===== src/rtl/ppu_bus_arbiter_if.sv =====
// Register-port bundle shared by the two requesters, the arbiter and the PPU.
// The arbiter uses the slave view; the environment (bridge, engine, PPU model) uses the master view.
interface ppu_bus_arbiter_if;
  logic       nmi;

  logic       r0_req;
  logic [2:0] r0_addr;
  logic       r0_wr;
  logic [7:0] r0_wdata;
  logic       r0_ack;
  logic [7:0] r0_rdata;

  logic       r1_req;
  logic [2:0] r1_addr;
  logic       r1_wr;
  logic [7:0] r1_wdata;
  logic       r1_ack;
  logic [7:0] r1_rdata;

  logic [2:0] ppu_addr;
  logic [7:0] ppu_wdata;
  logic [7:0] ppu_rdata;
  logic       ppu_rw;
  logic       ppu_cs;
  logic       vblank_win;

  modport slave (
    input  nmi,
    input  r0_req, r0_addr, r0_wr, r0_wdata,
    output r0_ack, r0_rdata,
    input  r1_req, r1_addr, r1_wr, r1_wdata,
    output r1_ack, r1_rdata,
    output ppu_addr, ppu_wdata, ppu_rw, ppu_cs, vblank_win,
    input  ppu_rdata
  );

  modport master (
    output nmi,
    output r0_req, r0_addr, r0_wr, r0_wdata,
    input  r0_ack, r0_rdata,
    output r1_req, r1_addr, r1_wr, r1_wdata,
    input  r1_ack, r1_rdata,
    input  ppu_addr, ppu_wdata, ppu_rw, ppu_cs, vblank_win,
    output ppu_rdata
  );
endinterface


===== src/rtl/ppu_bus_arbiter.sv =====
// Shares the PPU CPU-side register port between the CPU bridge (port 0) and the
// sprite/scroll engine (port 1); port 1 is only served inside the NMI-opened vblank window.
module ppu_bus_arbiter #(
  parameter int GAP_CYCLES    = 1,
  parameter int VBLANK_CYCLES = 2273,
  parameter int R1_BURST      = 4
) (
  input  logic             clk,
  input  logic             rst_n,
  ppu_bus_arbiter_if.slave bus
);

  typedef enum logic [1:0] {
    IDLE,
    ACCESS,
    GAP
  } state_t;

  localparam logic [11:0] VBLANK_LOAD = 12'(VBLANK_CYCLES);
  localparam logic [3:0]  GAP_LOAD    = 4'(GAP_CYCLES - 1);
  localparam logic [3:0]  BURST_MAX   = 4'(R1_BURST);

  state_t      state_q;
  logic        prev_nmi_q;
  logic [11:0] win_cnt_q;
  logic [11:0] win_cnt_d;
  logic        vblank_q;
  logic [3:0]  gap_cnt_q;
  logic [3:0]  burst_q;
  logic [3:0]  burst_d;
  logic        win_id_q;

  logic [2:0]  addr_q;
  logic [7:0]  wdata_q;
  logic        rw_q;
  logic        cs_q;
  logic        ack0_q;
  logic        ack1_q;
  logic [7:0]  rdata0_q;
  logic [7:0]  rdata1_q;

  logic        e0;
  logic        e1;
  logic        grant;
  logic        grant1;

  // A fresh NMI edge always restarts the window, even while it is still open.
  always_comb begin
    win_cnt_d = win_cnt_q;
    if (bus.nmi && !prev_nmi_q) begin
      win_cnt_d = VBLANK_LOAD;
    end else if (win_cnt_q != 12'd0) begin
      win_cnt_d = win_cnt_q - 12'd1;
    end
  end

  // Port 1 wins ties until it has taken BURST_MAX grants in a row over a waiting port 0.
  always_comb begin
    e0      = bus.r0_req;
    e1      = bus.r1_req && vblank_q;
    grant   = (state_q == IDLE) && (e0 || e1);
    grant1  = e1 && !(e0 && (burst_q == BURST_MAX));
    burst_d = burst_q;
    if (grant) begin
      if (grant1 && bus.r0_req && (burst_q != BURST_MAX)) begin
        burst_d = burst_q + 4'd1;
      end else if (!(grant1 && bus.r0_req)) begin
        burst_d = 4'd0;
      end
    end
  end

  always_ff @(posedge clk or negedge rst_n) begin
    if (!rst_n) begin
      state_q    <= IDLE;
      prev_nmi_q <= 1'b0;
      win_cnt_q  <= 12'd0;
      vblank_q   <= 1'b0;
      gap_cnt_q  <= 4'd0;
      burst_q    <= 4'd0;
      win_id_q   <= 1'b0;
      addr_q     <= 3'd0;
      wdata_q    <= 8'd0;
      rw_q       <= 1'b0;
      cs_q       <= 1'b1;
      ack0_q     <= 1'b0;
      ack1_q     <= 1'b0;
      rdata0_q   <= 8'd0;
      rdata1_q   <= 8'd0;
    end else begin
      prev_nmi_q <= bus.nmi;
      win_cnt_q  <= win_cnt_d;
      vblank_q   <= (win_cnt_d != 12'd0);
      ack0_q     <= 1'b0;
      ack1_q     <= 1'b0;

      case (state_q)
        IDLE: begin
          if (grant) begin
            // The output registers double as the access latch for the cs-low cycle.
            state_q  <= ACCESS;
            cs_q     <= 1'b0;
            win_id_q <= grant1;
            burst_q  <= burst_d;
            if (grant1) begin
              addr_q  <= bus.r1_addr;
              rw_q    <= bus.r1_wr;
              wdata_q <= bus.r1_wr ? bus.r1_wdata : 8'd0;
            end else begin
              addr_q  <= bus.r0_addr;
              rw_q    <= bus.r0_wr;
              wdata_q <= bus.r0_wr ? bus.r0_wdata : 8'd0;
            end
          end
        end

        ACCESS: begin
          state_q   <= GAP;
          gap_cnt_q <= GAP_LOAD;
          cs_q      <= 1'b1;
          addr_q    <= 3'd0;
          wdata_q   <= 8'd0;
          rw_q      <= 1'b0;
          if (win_id_q) begin
            ack1_q <= 1'b1;
            if (!rw_q) rdata1_q <= bus.ppu_rdata;
          end else begin
            ack0_q <= 1'b1;
            if (!rw_q) rdata0_q <= bus.ppu_rdata;
          end
        end

        GAP: begin
          if (gap_cnt_q == 4'd0) begin
            state_q <= IDLE;
          end else begin
            gap_cnt_q <= gap_cnt_q - 4'd1;
          end
        end

        default: state_q <= IDLE;
      endcase
    end
  end

  assign bus.ppu_cs     = cs_q;
  assign bus.ppu_addr   = addr_q;
  assign bus.ppu_wdata  = wdata_q;
  assign bus.ppu_rw     = rw_q;
  assign bus.r0_ack     = ack0_q;
  assign bus.r1_ack     = ack1_q;
  assign bus.r0_rdata   = rdata0_q;
  assign bus.r1_rdata   = rdata1_q;
  assign bus.vblank_win = vblank_q;

endmodule


===== src/flat_wrapper.sv =====
// flat-port wrapper written by rule: the top's interface ports become plain ports
module ppu_bus_arbiter_flat 
#(
  parameter int GAP_CYCLES    = 1,
  parameter int VBLANK_CYCLES = 2273,
  parameter int R1_BURST      = 4
)
  (clk, rst_n, bus_nmi, bus_r0_req, bus_r0_addr, bus_r0_wr, bus_r0_wdata, bus_r0_ack, bus_r0_rdata, bus_r1_req, bus_r1_addr, bus_r1_wr, bus_r1_wdata, bus_r1_ack, bus_r1_rdata, bus_ppu_addr, bus_ppu_wdata, bus_ppu_rw, bus_ppu_cs, bus_vblank_win, bus_ppu_rdata);
  ppu_bus_arbiter_if bus_i ();
  input  logic clk;
  input  logic rst_n;
  input wire logic [$bits(bus_i.nmi)-1:0] bus_nmi;
  input wire logic [$bits(bus_i.r0_req)-1:0] bus_r0_req;
  input wire logic [$bits(bus_i.r0_addr)-1:0] bus_r0_addr;
  input wire logic [$bits(bus_i.r0_wr)-1:0] bus_r0_wr;
  input wire logic [$bits(bus_i.r0_wdata)-1:0] bus_r0_wdata;
  output wire logic [$bits(bus_i.r0_ack)-1:0] bus_r0_ack;
  output wire logic [$bits(bus_i.r0_rdata)-1:0] bus_r0_rdata;
  input wire logic [$bits(bus_i.r1_req)-1:0] bus_r1_req;
  input wire logic [$bits(bus_i.r1_addr)-1:0] bus_r1_addr;
  input wire logic [$bits(bus_i.r1_wr)-1:0] bus_r1_wr;
  input wire logic [$bits(bus_i.r1_wdata)-1:0] bus_r1_wdata;
  output wire logic [$bits(bus_i.r1_ack)-1:0] bus_r1_ack;
  output wire logic [$bits(bus_i.r1_rdata)-1:0] bus_r1_rdata;
  output wire logic [$bits(bus_i.ppu_addr)-1:0] bus_ppu_addr;
  output wire logic [$bits(bus_i.ppu_wdata)-1:0] bus_ppu_wdata;
  output wire logic [$bits(bus_i.ppu_rw)-1:0] bus_ppu_rw;
  output wire logic [$bits(bus_i.ppu_cs)-1:0] bus_ppu_cs;
  output wire logic [$bits(bus_i.vblank_win)-1:0] bus_vblank_win;
  input wire logic [$bits(bus_i.ppu_rdata)-1:0] bus_ppu_rdata;
  assign bus_i.nmi = bus_nmi;
  assign bus_i.r0_req = bus_r0_req;
  assign bus_i.r0_addr = bus_r0_addr;
  assign bus_i.r0_wr = bus_r0_wr;
  assign bus_i.r0_wdata = bus_r0_wdata;
  assign bus_r0_ack = bus_i.r0_ack;
  assign bus_r0_rdata = bus_i.r0_rdata;
  assign bus_i.r1_req = bus_r1_req;
  assign bus_i.r1_addr = bus_r1_addr;
  assign bus_i.r1_wr = bus_r1_wr;
  assign bus_i.r1_wdata = bus_r1_wdata;
  assign bus_r1_ack = bus_i.r1_ack;
  assign bus_r1_rdata = bus_i.r1_rdata;
  assign bus_ppu_addr = bus_i.ppu_addr;
  assign bus_ppu_wdata = bus_i.ppu_wdata;
  assign bus_ppu_rw = bus_i.ppu_rw;
  assign bus_ppu_cs = bus_i.ppu_cs;
  assign bus_vblank_win = bus_i.vblank_win;
  assign bus_i.ppu_rdata = bus_ppu_rdata;
  ppu_bus_arbiter #(.GAP_CYCLES(GAP_CYCLES), .VBLANK_CYCLES(VBLANK_CYCLES), .R1_BURST(R1_BURST)) u_core (.clk(clk), .rst_n(rst_n), .bus(bus_i));
endmodule

===== config.mk =====
export PLATFORM = sky130hd
export DESIGN_NAME = ppu_bus_arbiter_flat
export DESIGN_NICKNAME = d
export VERILOG_FILES = /design/src/rtl/ppu_bus_arbiter_if.sv /design/src/rtl/ppu_bus_arbiter.sv /design/src/flat_wrapper.sv
export SDC_FILE = /design/constraint.sdc
export NUM_CORES = 1
export LEC_CHECK = 0
export ABC_CLOCK_PERIOD_IN_PS = 2600
export CAP_MARGIN = 20
export CELL_PAD_IN_SITES_DETAIL_PLACEMENT = 1
export CELL_PAD_IN_SITES_GLOBAL_PLACEMENT = 1
export CORE_ASPECT_RATIO = 0.9
export CORE_MARGIN = 2
export CORE_UTILIZATION = 37
export DETAILED_ROUTE_END_ITERATION = 8
export PLACE_DENSITY_LB_ADDON = 0.1
export SLEW_MARGIN = 30
export SYNTH_ARGS = -nofsm -noshare
export SYNTH_HDL_FRONTEND = slang
export SYNTH_SLANG_ARGS = --single-unit
export TNS_END_PERCENT = 30

===== constraint.sdc =====
create_clock -name clk -period 2.6 [get_ports clk]
set_clock_uncertainty 0.05 [all_clocks]
set_input_delay 0.52 -clock clk [delete_from_list [all_inputs] [get_ports clk]]
set_output_delay 0.52 -clock clk [all_outputs]
set_load 0.005 [all_outputs]

Word level (Yosys, flattened, before mapping):

Cells that the tools add are included.

* multiplexer cells: 26
* bitwise gates (word level): 2
* reductions and logical operators: 23
* equal/unequal tests: 8
* add/subtract/negate cells: 3

Operators by type and width (number)
* two-way mux 8 bit: 4
* two-way mux 12 bit: 2
* nonzero test 12 bit: 2
* case mux 8 bit (2 select lines): 1
* two-way mux 4 bit: 3
* subtractor 12 x 1 -> 12 bit, second input constant: 1
* AND reduction 3 bit: 3
* case mux 4 bit (2 select lines): 1
* AND reduction 2 bit: 4
* logical AND 1 bit: 7
* two-way mux 1 bit: 7
* two-way mux 3 bit: 2
* case mux 2 bit (3 select lines): 1
* case mux 3 bit (2 select lines): 1
* adder 4 x 1 -> 4 bit, second input constant: 1
* equality test 4 x 3 -> 1 bit, second input constant: 1
* zero test 4 bit: 1
* two-way mux 2 bit: 2
* inequality test 2 x 1 -> 1 bit, second input constant: 2
* inequality test 2 bit, second input constant: 2
* inequality test 4 x 3 -> 1 bit, second input constant: 1
* case mux 1 bit (2 select lines): 2
* nonzero test 2 bit: 2
* subtractor 4 x 1 -> 4 bit, second input constant: 1
* 6 further kinds: 8

* word-level logic and storage cells: 77
* register bits: 56

Depth between registers and ports, before layout:

* depth in word-level cells: 8
* mapped depth: 8
* gate-level depth less buffers: 7

Least setup slack after synthesis:

Ideal clock, no wire load.

* kind: register -> register
* from: register u_core.win_cnt_q[0]
* to: register u_core.vblank_q (netlist: u_core.bus.vblank_win)
* stages on the path, launching flop included: 9
* path buffers: 1
* arrival: 1.935 ns
* setup slack: 0.480 ns
* cells stage by stage: dfrtp_1 > inv_1 > ha_1 > or3b_1 > clkbuf_1 > o31ai_1 > o31a_1 > nor4bb_1 > nand4_1

* word-level cells in the longest chain between the ends: 4
* elaborated cells between the ends (all ways): 5

RTL lines
* from (decl): line ppu_bus_arbiter.sv:25 `logic [11:0] win_cnt_q;`
* from (signal assigned): line ppu_bus_arbiter.sv:92 `win_cnt_q <= win_cnt_d;`
* subtractor 12 x 1 -> 12 bit / nonzero test 12 bit (equally long branches): line ppu_bus_arbiter.sv:53, ppu_bus_arbiter.sv:52
* two-way mux 12 bit (*): line ppu_bus_arbiter.sv:52 `end else if (win_cnt_q != 12'd0) begin`
* two-way mux 12 bit (*): line ppu_bus_arbiter.sv:50 `if (bus.nmi && !prev_nmi_q) begin`
* nonzero test 12 bit (*): line ppu_bus_arbiter.sv:93 `vblank_q <= (win_cnt_d != 12'd0);`
* to (signal assigned): line ppu_bus_arbiter.sv:93
* to (decl): line ppu_bus_arbiter.sv:27 `logic vblank_q;`

Mark *: on every way between the ends. The rest lies on a longest branch, timed or not.
A chain may end at the register's enable or synchronous reset.

Final worst setup path:

Same ends and word-level chain as after synthesis.

==> impl_metrics.ini <==
[sta]
relSlewSlack_pct = 63.6
post-route-period-util_pct = 93.7
setup_tns_ps = 0
whs_ps = 134
fin_crit_ps = 2440
rsz0062_at_grt = false
hold_viol_final = 0
setup_viol = 0
fmax_ghz = 0.410
worst_slew_pin_slew_ps = 546
drv_slew = 0

[critical_path]
crit_family = simple AND/OR/NAND/NOR gates
regToRegSetupSlack_ps = 160
worstRegToRegCells = 7
path_class = reg2reg
crit_path_end_kind = register
cp_slowest_cell = or3b_1
r2r_end = u_core.bus.vblank_win$_DFF_PN0_
crit_path_max_incr_delay_ps = 510
crit_path_start_kind = register
r2r_start = u_core.win_cnt_q[0]$_DFF_PN0_
worstPathCellList = inv_1 -> ha_1 -> or3b_1 -> o31ai_1 -> o31a_1 -> nor4bb_1 -> nand4_1
worst_ep_required_time_ps = 2740
path_buf_inv = 1
arrival_ps = 2570
critPathMaxFanout = 9

[yosys]
netlist.area_leader.share_pct = 51.3
synthArstFlopShare_pct = 100
synth_top_cells_by_area = dfrtp_1 51%, mux2_2 6.7%, o21ai_0 4.9%
ys_types = 47
avgSynthCellArea_sq_um = 10.7
ys_ff_latch = 56
netlist_area_sq_um = 2680
syn_inst = 250
yosysTopAreaCell = dfrtp_1
synth_nets = 292
synth-edff-count = 0
yosysWarnings = 0
yosysSeqAreaShare_pct = 52.3
ys.flop_type = dfrtp_1

[global_routing]
grt_max_degree = 34
antenna_found_initial = 0
grt_first_pass_wirelength_microns = 10600
grt_pass1_vias = 2191
grt_overflow = 0
grt_usage_pct = 16.9

[drt]
viasPerCell = 5.12
drc = 0
ant_nets = 0
drt_first_pass_iters = 4
wl_per_cell_microns = 15.3
vias = 2121
first_iter_violations = 76
routed_wl_microns = 6330

[hold_path]
hold_class = in2async

[placement]
place_hpwl_microns = 4750
io_buffers = 68
routabilityCongestion = 0.809

[clock_network]
clock-sinks = 56
cts.path.max_buffers = 2
cts-root-buf = clkbuf_8
cts_buffers = 5
post_cts_buffers = 0
ctsHoldBuffers = 0
cts_tree = built
cts_htree_levels = 2
clkSlewWorstSetupHoldPaths_ps = 100
post_cts_resized = 0
clk_latency_ps = 310

[cells_and_area]
drive_gt1_share_pct = 12.8
fin_nets = 362
diodes = 0
syn_to_final_growth_pct = 34.2

[die]
dieArea_sq_um = 7940
rows = 29
die_x_microns = 93.7
io_pins = 69
chipHeight_microns = 84.8
start_util_pct = 38.1
core_area_sq_um = 7040

[job]
max_cap_viol_count = 0

[status]
status = finished, final reports clean

[power_and_ir_drop]
peakVddDrop_mv = 0.397
p_leak_nw = 1.47
powerDensity_nw_per_um2 = 907
power_mw = 3.26
[layout by cell type (no fill, tap or decap), drive strengths merged, types with 2 or more instances in the layout]
cell,count
clkdlybuf4s50,67
nor3,6
a211oi,2
o31ai,5
a22oi,8
mux2i,6
o211ai,4
nor2b,5
nand3,3
buf,8
and2,4
or2,2
ha,5
inv,15
mux2,16
o31a,2
o21ai,26
dfrtp,55
o22ai,3
or4,3
nor2,12
nand2b,5
clkbuf,6
or3,8
a21oi,4
nor4,4
nand2,22
[sequential cells by signal, indices dropped and copies added, names as in the netlist]
signal,count
u_core.state_q,2
u_core.win_id_q,1
u_core.prev_nmi_q,1
u_core.bus.r1_rdata,8
u_core.bus.ppu_cs,1
u_core.burst_q,4
u_core.bus.r1_ack,1
u_core.gap_cnt_q,4
u_core.bus.ppu_wdata,8
u_core.bus.ppu_addr,3
u_core.bus.vblank_win,1
u_core.win_cnt_q,12
u_core.bus.r0_rdata,8
u_core.bus.ppu_rw,1
u_core.bus.r0_ack,1
[power breakdown]
part	switching, mW	leakage [nW]	internal (mW)	total [mW]
Combinational	0.518	0.714	0.740	1.26
Clock	0.284	0.0614	0.315	0.599
Sequential	0.236	0.697	1.17	1.40
Total	1.04	1.47	2.22	3.26
[worst max-delay path by stage]
| stage | start | end | slack (ps) | cells after the start |
|---|---|---|---|---|
| after global placement | bus_r1_req | u_core.burst_q[3]$_DFFE_PN0P_ | 290 | 5 |
| after floorplan | u_core.win_cnt_q[0]$_DFF_PN0_ | u_core.bus.vblank_win$_DFF_PN0_ | 480 | 8 |
| after CTS | u_core.win_cnt_q[0]$_DFF_PN0_ | u_core.bus.vblank_win$_DFF_PN0_ | 180 | 7 |
| after detailed placement | u_core.win_cnt_q[0]$_DFF_PN0_ | u_core.bus.vblank_win$_DFF_PN0_ | 220 | 7 |
| final | u_core.win_cnt_q[0]$_DFF_PN0_ | u_core.bus.vblank_win$_DFF_PN0_ | 160 | 7 |
| after global routing | u_core.win_cnt_q[0]$_DFF_PN0_ | u_core.bus.vblank_win$_DFF_PN0_ | 20 | 7 |
[final cells by class]
cell class / instances / area (sq um)
Fill cell: 780 / 3440
Sequential cell: 56 / 1400
Multi-Input combinational cell: 167 / 1160
Timing Repair Buffer: 75 / 741
Tap cell: 93 / 116
Clock buffer: 6 / 82.6
Inverter: 15 / 56.3
Clock inverter: 2 / 38.8
[kinds of logic (layout without fill, tap and decap cells)]
| family | Yosys count | after routing | share of synthesized area (%) |
|---|---|---|---|
| AOI/OAI and AO/OA | 60 | 60 | 15.0 |
| xor gates and xnor gates | 1 | 1 | 0.327 |
| adders and majority gates | 5 | 5 | 2.33 |
| buffers and inverters | 27 | 98 | 4.43 |
| DFF | 56 | 56 | 52.3 |
| muxes | 22 | 22 | 8.96 |
| and+or+nand+nor | 79 | 79 | 16.6 |
[metrics by stage]
step	area [sq um]	worst slack, ps	std cells	util, %
2_1_floorplan	2680	480	250	-
3_3_place_gp	3480	287	406	49.4
3_5_place_dp	3480	218	406	49.4
4_1_cts	3600	177	414	51.1
5_1_grt	3600	23.2	414	51.1
6_report	3600	164	414	51.1
[cells in the mapped netlist, types with 2 or more instances]
cell / number
nor4_1: 2
mux2i_1: 6
inv_1: 15
or4_1: 3
clkbuf_1: 8
nand2_1: 22
nand3_1: 3
a21oi_1: 4
dfrtp_1: 55
nor2b_1: 5
nand2b_1: 5
nor2_1: 12
o31a_1: 2
o22ai_1: 3
o211ai_1: 3
ha_1: 5
and2_1: 4
nor3_1: 4
o31ai_1: 5
buf_6: 2
nor3_2: 2
mux2_2: 16
o21ai_0: 26
or3_1: 8
a22oi_1: 8
[routing by layer]
| metal | vias up | global-route usage, % | share of wire, % |
|---|---|---|---|
| li1 | 1033 | - | - |
| met1 | 1035 | 22.3 | 46 |
| met2 | 45 | 27.9 | 49 |
| met3 | 8 | 3.23 | 4.0 |
| met4 | 0 | 5.53 | 1.3 |
| met5 | - | 0 | 0 |
Power figures use the tool's default switching activity.
